[src/rtl/led_matrix_pkg.sv]
// Shared constants, types and helpers for the LED matrix scan path.
// The irrigation status codes are the values the column decoders render.
package led_matrix_pkg;

    localparam int NUM_COLS = 5;
    localparam int NUM_ROWS = 7;
    localparam int IMG_W    = NUM_COLS * NUM_ROWS;
    localparam int COL_W    = 3;

    localparam logic [NUM_COLS-1:0] COL_OFF = 5'b11111;

    typedef enum logic [1:0] {
        IRR_IDLE     = 2'd0,
        IRR_WATERING = 2'd1,
        IRR_DRY      = 2'd2,
        IRR_FAULT    = 2'd3
    } irr_status_t;

    typedef enum logic {
        SCAN_BLANK = 1'b0,
        SCAN_DRIVE = 1'b1
    } scan_state_t;

    function automatic logic [NUM_ROWS-1:0] column_slice(
        input logic [IMG_W-1:0] img,
        input logic [COL_W-1:0] c
    );
        return img[c*NUM_ROWS +: NUM_ROWS];
    endfunction

endpackage

[src/rtl/led_matrix_column_scanner_if.sv]
// Bundle between the status decoders / matrix pins (master) and the scanner (slave).
// No valid/ready here: enable is a level, frame_image is sampled only on frame start.
interface led_matrix_column_scanner_if;
    import led_matrix_pkg::*;

    logic                enable;
    logic [IMG_W-1:0]    frame_image;
    logic [NUM_COLS-1:0] columns;
    logic [NUM_ROWS-1:0] rows;
    logic [COL_W-1:0]    col_index;
    logic                frame_start;
    scan_state_t         state;
    logic [7:0]          phase;

    modport master (
        output enable, frame_image,
        input  columns, rows, col_index, frame_start, state, phase
    );

    modport slave (
        input  enable, frame_image,
        output columns, rows, col_index, frame_start, state, phase
    );

endinterface

[src/rtl/led_matrix_phase_counter.sv]
// Phase/column counters for the scan; they hold the position the next edge will display.
// Dropping enable parks both counters at the frame start position.
module led_matrix_phase_counter
    import led_matrix_pkg::*;
#(
    parameter int BLANK_CYCLES = 2,
    parameter int DRIVE_CYCLES = 4,
    localparam int PH_MAX = BLANK_CYCLES + DRIVE_CYCLES - 1,
    localparam int PH_W   = $clog2(BLANK_CYCLES + DRIVE_CYCLES)
) (
    input  logic             clk,
    input  logic             rst_n,
    input  logic             enable,
    output logic [PH_W-1:0]  ph,
    output logic [COL_W-1:0] col,
    output logic             in_drive,
    output logic             frame_tick
);

    logic [PH_W-1:0]  ph_nxt;
    logic [COL_W-1:0] col_nxt;

    always_comb begin
        ph_nxt  = ph;
        col_nxt = col;
        if (!enable) begin
            ph_nxt  = '0;
            col_nxt = '0;
        end else if (ph == PH_W'(PH_MAX)) begin
            ph_nxt  = '0;
            col_nxt = (col == COL_W'(NUM_COLS - 1)) ? '0 : col + COL_W'(1);
        end else begin
            ph_nxt = ph + PH_W'(1);
        end
    end

    always_ff @(posedge clk or negedge rst_n) begin
        if (!rst_n) begin
            ph  <= '0;
            col <= '0;
        end else begin
            ph  <= ph_nxt;
            col <= col_nxt;
        end
    end

    assign in_drive   = (ph >= PH_W'(BLANK_CYCLES));
    assign frame_tick = enable && (ph == '0) && (col == '0);

endmodule

[src/rtl/led_matrix_column_scanner.sv]
// Multiplexes a 5x7 status image onto the LED matrix one column at a time, with a
// blanking gap before each column and a frame snapshot so the image never tears.
module led_matrix_column_scanner
    import led_matrix_pkg::*;
#(
    parameter int BLANK_CYCLES = 2,
    parameter int DRIVE_CYCLES = 4
) (
    input logic clk,
    input logic rst_n,
    led_matrix_column_scanner_if.slave bus
);

    localparam int PH_W = $clog2(BLANK_CYCLES + DRIVE_CYCLES);

    logic [PH_W-1:0]     ph;
    logic [COL_W-1:0]    col;
    logic                in_drive;
    logic                frame_tick;
    logic [IMG_W-1:0]    shadow;

    scan_state_t         state_nxt;
    logic [NUM_COLS-1:0] columns_nxt;
    logic [NUM_ROWS-1:0] rows_nxt;
    logic [COL_W-1:0]    col_index_nxt;
    logic [7:0]          phase_nxt;

    led_matrix_phase_counter #(
        .BLANK_CYCLES (BLANK_CYCLES),
        .DRIVE_CYCLES (DRIVE_CYCLES)
    ) u_phase (
        .clk        (clk),
        .rst_n      (rst_n),
        .enable     (bus.enable),
        .ph         (ph),
        .col        (col),
        .in_drive   (in_drive),
        .frame_tick (frame_tick)
    );

    // Outputs are computed from the position the counters are about to leave, then
    // registered, so pins always match the registered col_index/phase.
    always_comb begin
        state_nxt     = SCAN_BLANK;
        columns_nxt   = COL_OFF;
        rows_nxt      = '0;
        col_index_nxt = '0;
        phase_nxt     = '0;
        if (bus.enable) begin
            col_index_nxt = col;
            phase_nxt     = 8'(ph);
            if (in_drive) begin
                state_nxt = SCAN_DRIVE;
            end
        end
        if (state_nxt == SCAN_DRIVE) begin
            columns_nxt = ~(NUM_COLS'(1) << col);
            rows_nxt    = column_slice(shadow, col);
        end
    end

    always_ff @(posedge clk or negedge rst_n) begin
        if (!rst_n) begin
            bus.columns     <= COL_OFF;
            bus.rows        <= '0;
            bus.col_index   <= '0;
            bus.frame_start <= 1'b0;
            bus.state       <= SCAN_BLANK;
            bus.phase       <= '0;
            shadow          <= '0;
        end else begin
            bus.columns     <= columns_nxt;
            bus.rows        <= rows_nxt;
            bus.col_index   <= col_index_nxt;
            bus.frame_start <= frame_tick;
            bus.state       <= state_nxt;
            bus.phase       <= phase_nxt;
            if (frame_tick) begin
                shadow <= bus.frame_image;
            end
        end
    end

endmodule

[src/flat_wrapper.sv]
// flat-port wrapper written by rule: the top's interface ports become plain ports
module led_matrix_column_scanner_flat import led_matrix_pkg::*;
#(
    parameter int BLANK_CYCLES = 2,
    parameter int DRIVE_CYCLES = 4
)
  (clk, rst_n, bus_enable, bus_frame_image, bus_columns, bus_rows, bus_col_index, bus_frame_start, bus_state, bus_phase);
  led_matrix_column_scanner_if bus_i ();
  input logic clk;
  input logic rst_n;
  input wire logic [$bits(bus_i.enable)-1:0] bus_enable;
  input wire logic [$bits(bus_i.frame_image)-1:0] bus_frame_image;
  output wire logic [$bits(bus_i.columns)-1:0] bus_columns;
  output wire logic [$bits(bus_i.rows)-1:0] bus_rows;
  output wire logic [$bits(bus_i.col_index)-1:0] bus_col_index;
  output wire logic [$bits(bus_i.frame_start)-1:0] bus_frame_start;
  output wire logic [$bits(bus_i.state)-1:0] bus_state;
  output wire logic [$bits(bus_i.phase)-1:0] bus_phase;
  assign bus_i.enable = bus_enable;
  assign bus_i.frame_image = bus_frame_image;
  assign bus_columns = bus_i.columns;
  assign bus_rows = bus_i.rows;
  assign bus_col_index = bus_i.col_index;
  assign bus_frame_start = bus_i.frame_start;
  assign bus_state = bus_i.state;
  assign bus_phase = bus_i.phase;
  led_matrix_column_scanner #(.BLANK_CYCLES(BLANK_CYCLES), .DRIVE_CYCLES(DRIVE_CYCLES)) u_core (.clk(clk), .rst_n(rst_n), .bus(bus_i));
endmodule
[config.mk]
export PLATFORM = sky130hd
export DESIGN_NAME = led_matrix_column_scanner_flat
export DESIGN_NICKNAME = d
export VERILOG_FILES = /design/src/rtl/led_matrix_pkg.sv /design/src/rtl/led_matrix_column_scanner_if.sv /design/src/rtl/led_matrix_phase_counter.sv /design/src/rtl/led_matrix_column_scanner.sv /design/src/flat_wrapper.sv
export SDC_FILE = /design/constraint.sdc
export NUM_CORES = 1
export LEC_CHECK = 0
export BUFFER_PORTS_ARGS = -buffer_cell sky130_fd_sc_hd__buf_2
export CAP_MARGIN = 30
export CORE_MARGIN = 3
export CORE_UTILIZATION = 53
export CTS_CLUSTER_DIAMETER = 120
export CTS_CLUSTER_SIZE = 14
export DETAILED_ROUTE_END_ITERATION = 8
export GPL_TIMING_DRIVEN = 0
export PLACE_DENSITY = 0.78
export SYNTH_ARGS = -nofsm -noshare
export SYNTH_HDL_FRONTEND = slang
export SYNTH_SLANG_ARGS = --single-unit
[constraint.sdc]
create_clock -name clk -period 2.1 [get_ports clk]
set_input_delay 0.315 -clock clk [delete_from_list [all_inputs] [get_ports clk]]
set_output_delay 0.315 -clock clk [all_outputs]
set_load 0.02 [all_outputs]
==> results of run 1 <==
[area by class of cell]
class | count | area, µm²
multi-input cells | 111 | 1082
clock inverters | 2 | 10.01
plain buffers | 13 | 96.34
clock buffers | 12 | 155.1
flip-flops and latches | 61 | 1533
well taps | 67 | 83.83
inverters | 5 | 18.77
repair buffers | 61 | 330.3
fillers | 342 | 1539
[path summary, 6_finish.rpt]
path                                        from               endpoint  slack [ns]  cells past startpoint
max                        u_core.u_phase.col[1]      u_core.shadow[15]        0.11                      7
min                          bus_frame_image[12]      u_core.shadow[12]        0.21                      2
max reg2reg                u_core.u_phase.col[1]      u_core.shadow[15]        0.11                      7
min reg2reg                     u_core.shadow[4]       u_core.shadow[4]        0.50                      1
max in group asynchronous                  rst_n  u_core.bus.columns[2]        0.97                      3
min in group asynchronous                  rst_n    u_core.bus.phase[2]        0.50                      2
[kinds of logic (layout without fill, tap and decap cells)]
group,Yosys count,after routing,share of synthesized area [%]
flip-flops,61,61,56.50
other,1,5,0.1382
AND/OR/NAND/NOR,33,33,7.011
adder cells (fa/ha/maj),5,5,2.306
multiplexers,53,53,26.29
AO/OA/AOI/OAI,15,15,3.598
buffers and inverters,18,93,4.151
[power by group through the flow]
stage / logic (mW) / registers, mW / clock network [mW]
floorplan: 1.02 / 1.78 / 0
global placement: 1.29 / 1.79 / 0
detailed placement: 1.31 / 1.80 / 0
CTS: 1.33 / 1.79 / 0.910
global route: 1.43 / 1.84 / 0.969
finish: 1.33 / 1.79 / 0.877
[worst max-delay path, cell delays in order (launching register included)]
cell     delay [ns]
dfrtp_1        0.39
buf_2          0.18
buf_4          0.20
inv_1          0.11
ha_1           0.29
nand4_4        0.18
buf_6          0.22
mux2_4         0.30
[registers in the layout (all words and copies together), names as in the netlist]
signal / count
u_core.bus.state: 1
u_core.bus.frame_start: 1
u_core.u_phase.col: 3
u_core.bus.rows: 7
u_core.bus.columns: 5
u_core.u_phase.ph: 3
u_core.bus.col_index: 3
u_core.shadow: 35
u_core.bus.phase: 3
[what timing repair did]
item,in CTS,in global routing
buffers inserted,2,0
hold endpoints to repair,22,0
setup endpoints to repair,29,0
gates resized for setup,1,0
hold buffers,1,0
[cell usage in the layout, fill, tap and decap left out, types with 2 or more instances in the layout]
| master | synthesis | final |
|---|---|---|
| a21oi_1 | 6 | 6 |
| a22oi_1 | 7 | 7 |
| and2_1 | 7 | 7 |
| buf_2 | 3 | 59 |
| buf_4 | 5 | 8 |
| buf_6 | 3 | 3 |
| clkbuf_1 | 2 | 3 |
| clkbuf_8 | 0 | 11 |
| clkinv_2 | 0 | 2 |
| conb_1 | 1 | 5 |
| dfrtp_1 | 56 | 56 |
| dfstp_2 | 5 | 5 |
| ha_1 | 5 | 5 |
| inv_1 | 5 | 5 |
| mux2_2 | 20 | 20 |
| mux2_4 | 29 | 29 |
| mux2i_1 | 3 | 3 |
| nand2_1 | 13 | 13 |
| nor2_1 | 5 | 5 |
| nor2b_1 | 2 | 2 |
[metrics by stage]
step / instance area (µm²) / util, % / total power, mW / instances
floorplan: 2728 / - / 2.798 / 190
global placement: 3097 / 63.87 / 3.080 / 314
detailed placement: 3117 / 64.28 / 3.112 / 315
CTS: 3309 / 68.26 / 4.034 / 332
global route: 3309 / 68.26 / 4.239 / 332
finish: 3309 / 68.26 / 3.994 / 332
[per-layer routing]
layer	track usage [%]	routed length, µm
met1	23.23	2272
met2	25.04	2100
met3	7.425	289
met4	6.406	80
met5	0	0
==> results.md, run 1 <==
| Step | Metric | Value |
|:---|:---|:---|
| status | Run status | completed |
| sta | Number of endpoints failing setup at the final stage | 0 |
| clocking | Clock buffer count from CTS | 9 |
| floorplanning | Placement Rows | 25 |
| placed design | Post-place setup slack | -0.04782 ns |
| setup path | Category of the worst setup path launch point | register |
| floorplanning | Vert. Die Dim | 77.54 µm |
| synth | Share of synthesized flip-flops with an asynchronous set or reset | 100.0% |
| sta | Highest achievable clock rate | 503.2 MHz |
| detailed routing | Vias/cell | 4.807 |
| grt | First-pass GRT wire length | 7.810 mm |
| floorplanning | Number of top-level design ports | 63 |
| synth | Yosys warns | 0 |
| detailed routing | Total length of routed wires | 4.743 mm |
| synth | Dominant cells by area after synthesis | dfrtp_1 (52%), mux2_4 (16%), mux2_2 (8.3%) |
| synth | Top post-synthesis cells by count | dfrtp_1 (56), mux2_4 (29), mux2_2 (20) |
| floorplanning | Effective utilization at floorplan | 55.95% |
| synth | Count of flip-flops with a built-in enable after synthesis | 0 |
| grt | Number of global-route vias before repair | 1626 |
| floorplanning | Width of the die | 77.54 µm |
| synth | Sequential share of the synthesized area | 56.50% |
| clocking | Number of H-tree levels | 3 |
| sta | Final period util | 94.64% |
| setup path | Max Fanout on Critical Path | 10 |
| setup path | Worst setup path class | reg -> reg |
| detailed routing | Antenna Violating Nets Remaining | 0 |
| clocking | Number of buffers on the longest clock path | 2 |
| sta | Actual slew at the worst max-slew pin | 0.6331 ns |
| pwr | Total power divided by cell area | 1207 nW/µm² |
| pwr | Design internal power | 2.867 mW |
| detailed routing | Average wire length per cell after detail routing | 14.29 µm |
| final layout | Nets@finish | 305 |
| pwr | Register share of total power | 44.8% |
| detailed routing | Iteration count of the initial detailed-routing pass | 4 |
| detailed routing | First-iteration detailed-routing DRC count | 93 |
| clocking | Insertion delay to the later sink of the worst-skew pair | 0.33 ns |
| sta | Setup repair after global routing missed its margin | false |
| pwr | Net switching power of the design | 1.127 mW |
| grt | Global routing usage summed across all routing layers | 17.33% |
| pwr | Leakage dissipation | 1.706 nW |
| detailed routing | Remaining DRCs | 0 |
| synth | Gate Count Post-Synth | 186 |
| final layout | Syn-to-layout area delta | 22.00% |
| synth | Synth area leader | dfrtp_1 |
| sta | Final sum of negative setup slack | 0 ns |
| final layout | Number of inserted diodes | 0 |
| floorplanning | Area of the die | 6012 µm² |
| pwr | Switching share of power | 28.21% |
| clocking | TritonCTS Sinks | 61 |
| clocking | Library cell used as clock root buffer | clkbuf_8 |
| final layout | Fraction of final layout cells sized beyond drive strength 1 | 54.34% |
| synth | Dominant register cell in the synthesized netlist | dfrtp_1 |
| placed design | Port Buffer Count | 57 |
| sta | Final Hold Viols | 0 |
| sta | Number of max-slew violations in the final report | 0 |
| grt | Overall overflow remaining after global route | 0 |
| sta | Final critical-path required period | 1.987 ns |
| setup path | Crit path arrival time | 2.21 ns |
| synth | Seq cells post-synth | 61 |
| synth | Distinct cell type count of the synthesized netlist | 27 |
| floorplanning | Core Area | 4848 µm² |
| pwr | Logic pwr share | 33.2% |
| clocking | Post-CTS clock slew at the launch and capture registers of the worst setup and hold paths | 0.06 ns |
| placed design | Detailed-placement wirelength estimate | 3.398 mm |
| sta | Final-layout worst hold slack | 0.2069 ns |
| clocking | CTS tree | yes |
| sta | Relative max-transition margin | 57.51% |
| synth | Most numerous cell in the Yosys netlist | dfrtp_1 |
| detailed routing | Number of vias after detailed routing | 1596 |
| grt | Largest net degree at the start of global routing | 40 |
| pwr | Worst-case vdd ir drop | 0.0006732 V |
| pwr | Fraction of power consumed by the clock network | 22.0% |
| grt | Number of antenna violations at the first check in global routing | 0 |
| synth | Mean instance size in the synthesized netlist | 14.58 µm² |
| sta | Worst Skew | 0.005292 ns |
| run | Number of max-capacitance violations reported | 0 |
| synth | Cell area after synthesis | 2713 µm² |
| synth | Area fraction of the dominant cell type after synthesis | 51.66% |
| hold path | Path class of the lowest-slack min-delay path | in -> reg |
| sta | Smallest setup slack after layout | 0.1126 ns |
| setup path | Critical Path Sink Type | register |
| placed design | Routability Congestion | 0.7320 |
| setup path | Required @ worst endpoint | 2.32 ns |
(Power assumes the default switching activity.)
==> run 2, diff against run 1 <==
Settings changed: CTS_CLUSTER_DIAMETER 120 to 100, SETUP_SLACK_MARGIN set to 0.4.
==> results.md, run 2 (synthesis gave the netlist of run 1 again) <==
| Step | Metric | Value |
|:---|:---|:---|
| status | Run status | completed |
| sta | Number of endpoints failing setup at the final stage | 0 |
| sta | Highest achievable clock rate | 592.5 MHz |
| detailed routing | Vias/cell | 4.908 |
| grt | Largest net degree at the start of global routing | 35 |
| clocking | CTS tree | yes |
| sta | Final Hold Viols | 0 |
| final layout | Fraction of final layout cells sized beyond drive strength 1 | 58.36% |
| sta | Setup repair after global routing missed its margin | true |
| pwr | Total power divided by cell area | 1235 nW/µm² |
| setup path | Category of the worst setup path launch point | register |
| sta | Final-layout worst hold slack | 0.1935 ns |
| run | Number of max-capacitance violations reported | 0 |
| floorplanning | Width of the die | 77.54 µm |
| setup path | Critical Path Sink Type | register |
| floorplanning | Effective utilization at floorplan | 55.95% |
| final layout | Nets@finish | 319 |
| clocking | Number of buffers on the longest clock path | 2 |
| setup path | Crit path arrival time | 1.92 ns |
| detailed routing | Average wire length per cell after detail routing | 15.47 µm |
| placed design | Area after detailed placement | 3149 µm² |
| clocking | Library cell used as clock root buffer | clkbuf_8 |
| setup path | Max Fanout on Critical Path | 5 |
| final layout | Utilization of the core after routing | 74.17% |
| floorplanning | Number of top-level design ports | 63 |
| final layout | Register with the most flip-flops | u_core.shadow |
| grt | Global routing usage summed across all routing layers | 19.82% |
| floorplanning | Area of the die | 6012 µm² |
| floorplanning | Placement Rows | 25 |
| floorplanning | Vert. Die Dim | 77.54 µm |
| final layout | Layout Cell Area excl Fill | 3596 µm² |
| placed design | Port Buffer Count | 57 |
| pwr | Worst-case vdd ir drop | 0.0007668 V |
| placed design | Routability Congestion | 0.7535 |
| detailed routing | First-iteration detailed-routing DRC count | 52 |
| sta | Final period util | 80.37% |
| pwr | Leakage dissipation | 1.855 nW |
| placed design | DP Cell Count | 315 |
| detailed routing | Iteration count of the initial detailed-routing pass | 4 |
| sta | Worst Skew | 0.008996 ns |
| final layout | Highest-count cells in the layout ignoring fill and taps | buf_2 (58), dfrtp_1 (56), mux2_4 (29) |
| clocking | Post-CTS clock slew at the launch and capture registers of the worst setup and hold paths | 0.07 ns |
| detailed routing | Number of vias after detailed routing | 1708 |
| sta | Number of max-slew violations in the final report | 0 |
| clocking | Insertion delay to the later sink of the worst-skew pair | 0.35 ns |
| setup path | Worst setup path class | reg -> reg |
| sta | Relative max-transition margin | 52.60% |
| grt | Number of antenna violations at the first check in global routing | 0 |
| final layout | Number of inserted diodes | 0 |
| final layout | Registers with the most flip-flops | u_core.shadow (35), u_core.bus.rows (7), u_core.bus.columns (5) |
| floorplanning | Core Area | 4848 µm² |
| detailed routing | Total length of routed wires | 5.384 mm |
| placed design | Detailed-placement wirelength estimate | 3.523 mm |
| detailed routing | Remaining DRCs | 0 |
| final layout | Syn-to-layout area delta | 32.56% |
| hold path | Path class of the lowest-slack min-delay path | in -> reg |
| grt | Number of global-route vias before repair | 1821 |
| sta | Final critical-path required period | 1.688 ns |
| sta | Actual slew at the worst max-slew pin | 0.7063 ns |
| final layout | Most common library cell in the layout ignoring fill and taps | buf_2 |
| grt | Overall overflow remaining after global route | 0 |
| sta | Final sum of negative setup slack | 0 ns |
| detailed routing | Antenna Violating Nets Remaining | 0 |
| grt | First-pass GRT wire length | 8.838 mm |
| setup path | Required @ worst endpoint | 2.33 ns |
| clocking | Clock buffer count from CTS | 9 |
| clocking | Number of H-tree levels | 3 |
| final layout | Number of non-filler instances in the completed layout | 348 |
| clocking | TritonCTS Sinks | 61 |
| final layout | Largest register FFs | 35 |
## run 2: cell types whose count changed in the layout (fill, tap and decap cells not counted), sizes merged
cell	before	now
inv	5	4
bufbuf	0	1
bufinv	0	1
clkbuf	14	12
clkinv	2	5
buf	71	85
## run 2: worst max-delay path, stage by stage, from the launching register on
cell      delay, ns
dfrtp_1        0.40
buf_6          0.13
buf_12         0.12
clkinv_8       0.04
ha_4           0.13
nand4_4        0.12
buf_12         0.18
buf_12         0.14
mux2_4         0.29
## run 2: power by group
| part | switching (mW) | total, mW | internal (mW) |
|---|---|---|---|
| combinational | 0.601 | 1.62 | 1.02 |
| clock | 0.438 | 1.01 | 0.571 |
| sequential | 0.234 | 1.81 | 1.58 |
## run 2: final cells by class
class | count | area [µm²]
buffer | 13 | 148.9
clock buffer | 11 | 141.4
clock inverter | 5 | 50.05
fill | 321 | 1252
inverter | 5 | 31.28
multi-input combinational | 111 | 1095
sequential | 61 | 1533
tap | 67 | 83.83
timing repair buffer | 75 | 513.0
## run 2: per-stage QoR
stage                     power [mW]  setup slack [ns]
after detailed placement       3.178            0.2285
after CTS                      4.397            0.4148
after floorplan                2.837            0.4231
after global placement         3.120            0.2401
final                          4.441            0.4123
after global routing           4.671            0.3653
## run 2: metal layers
metal	GRT usage, %	vias to the layer above	share of wire (%)
li1	-	814	-
met1	24.92	837	44
met2	31.00	47	49
met3	6.613	10	4.8
met4	9.253	0	2.0
met5	0	-	0
## run 2: path summary, 6_finish.rpt
kind                       cells after the start             startpoint  slack (ns)           endpoint
max                                            8  u_core.u_phase.col[1]        0.41  u_core.shadow[13]
min                                            2     bus_frame_image[0]        0.19   u_core.shadow[0]
max reg2reg                                    8  u_core.u_phase.col[1]        0.41  u_core.shadow[13]
min reg2reg                                    1       u_core.shadow[6]        0.50   u_core.shadow[6]
max in group asynchronous                      3                  rst_n        1.01   u_core.shadow[6]
min in group asynchronous                      2                  rst_n        0.51  u_core.shadow[28]
## run 2: repair_timing
action                                  4_1_cts  5_1_grt
resized for setup                            14        3
pin swaps                                     1        1
buffers inserted                              9        4
endpoints found under the setup margin       35       35
hold buffers                                  1        0
hold endpoints to repair                     22        0
cloned                                        3        0
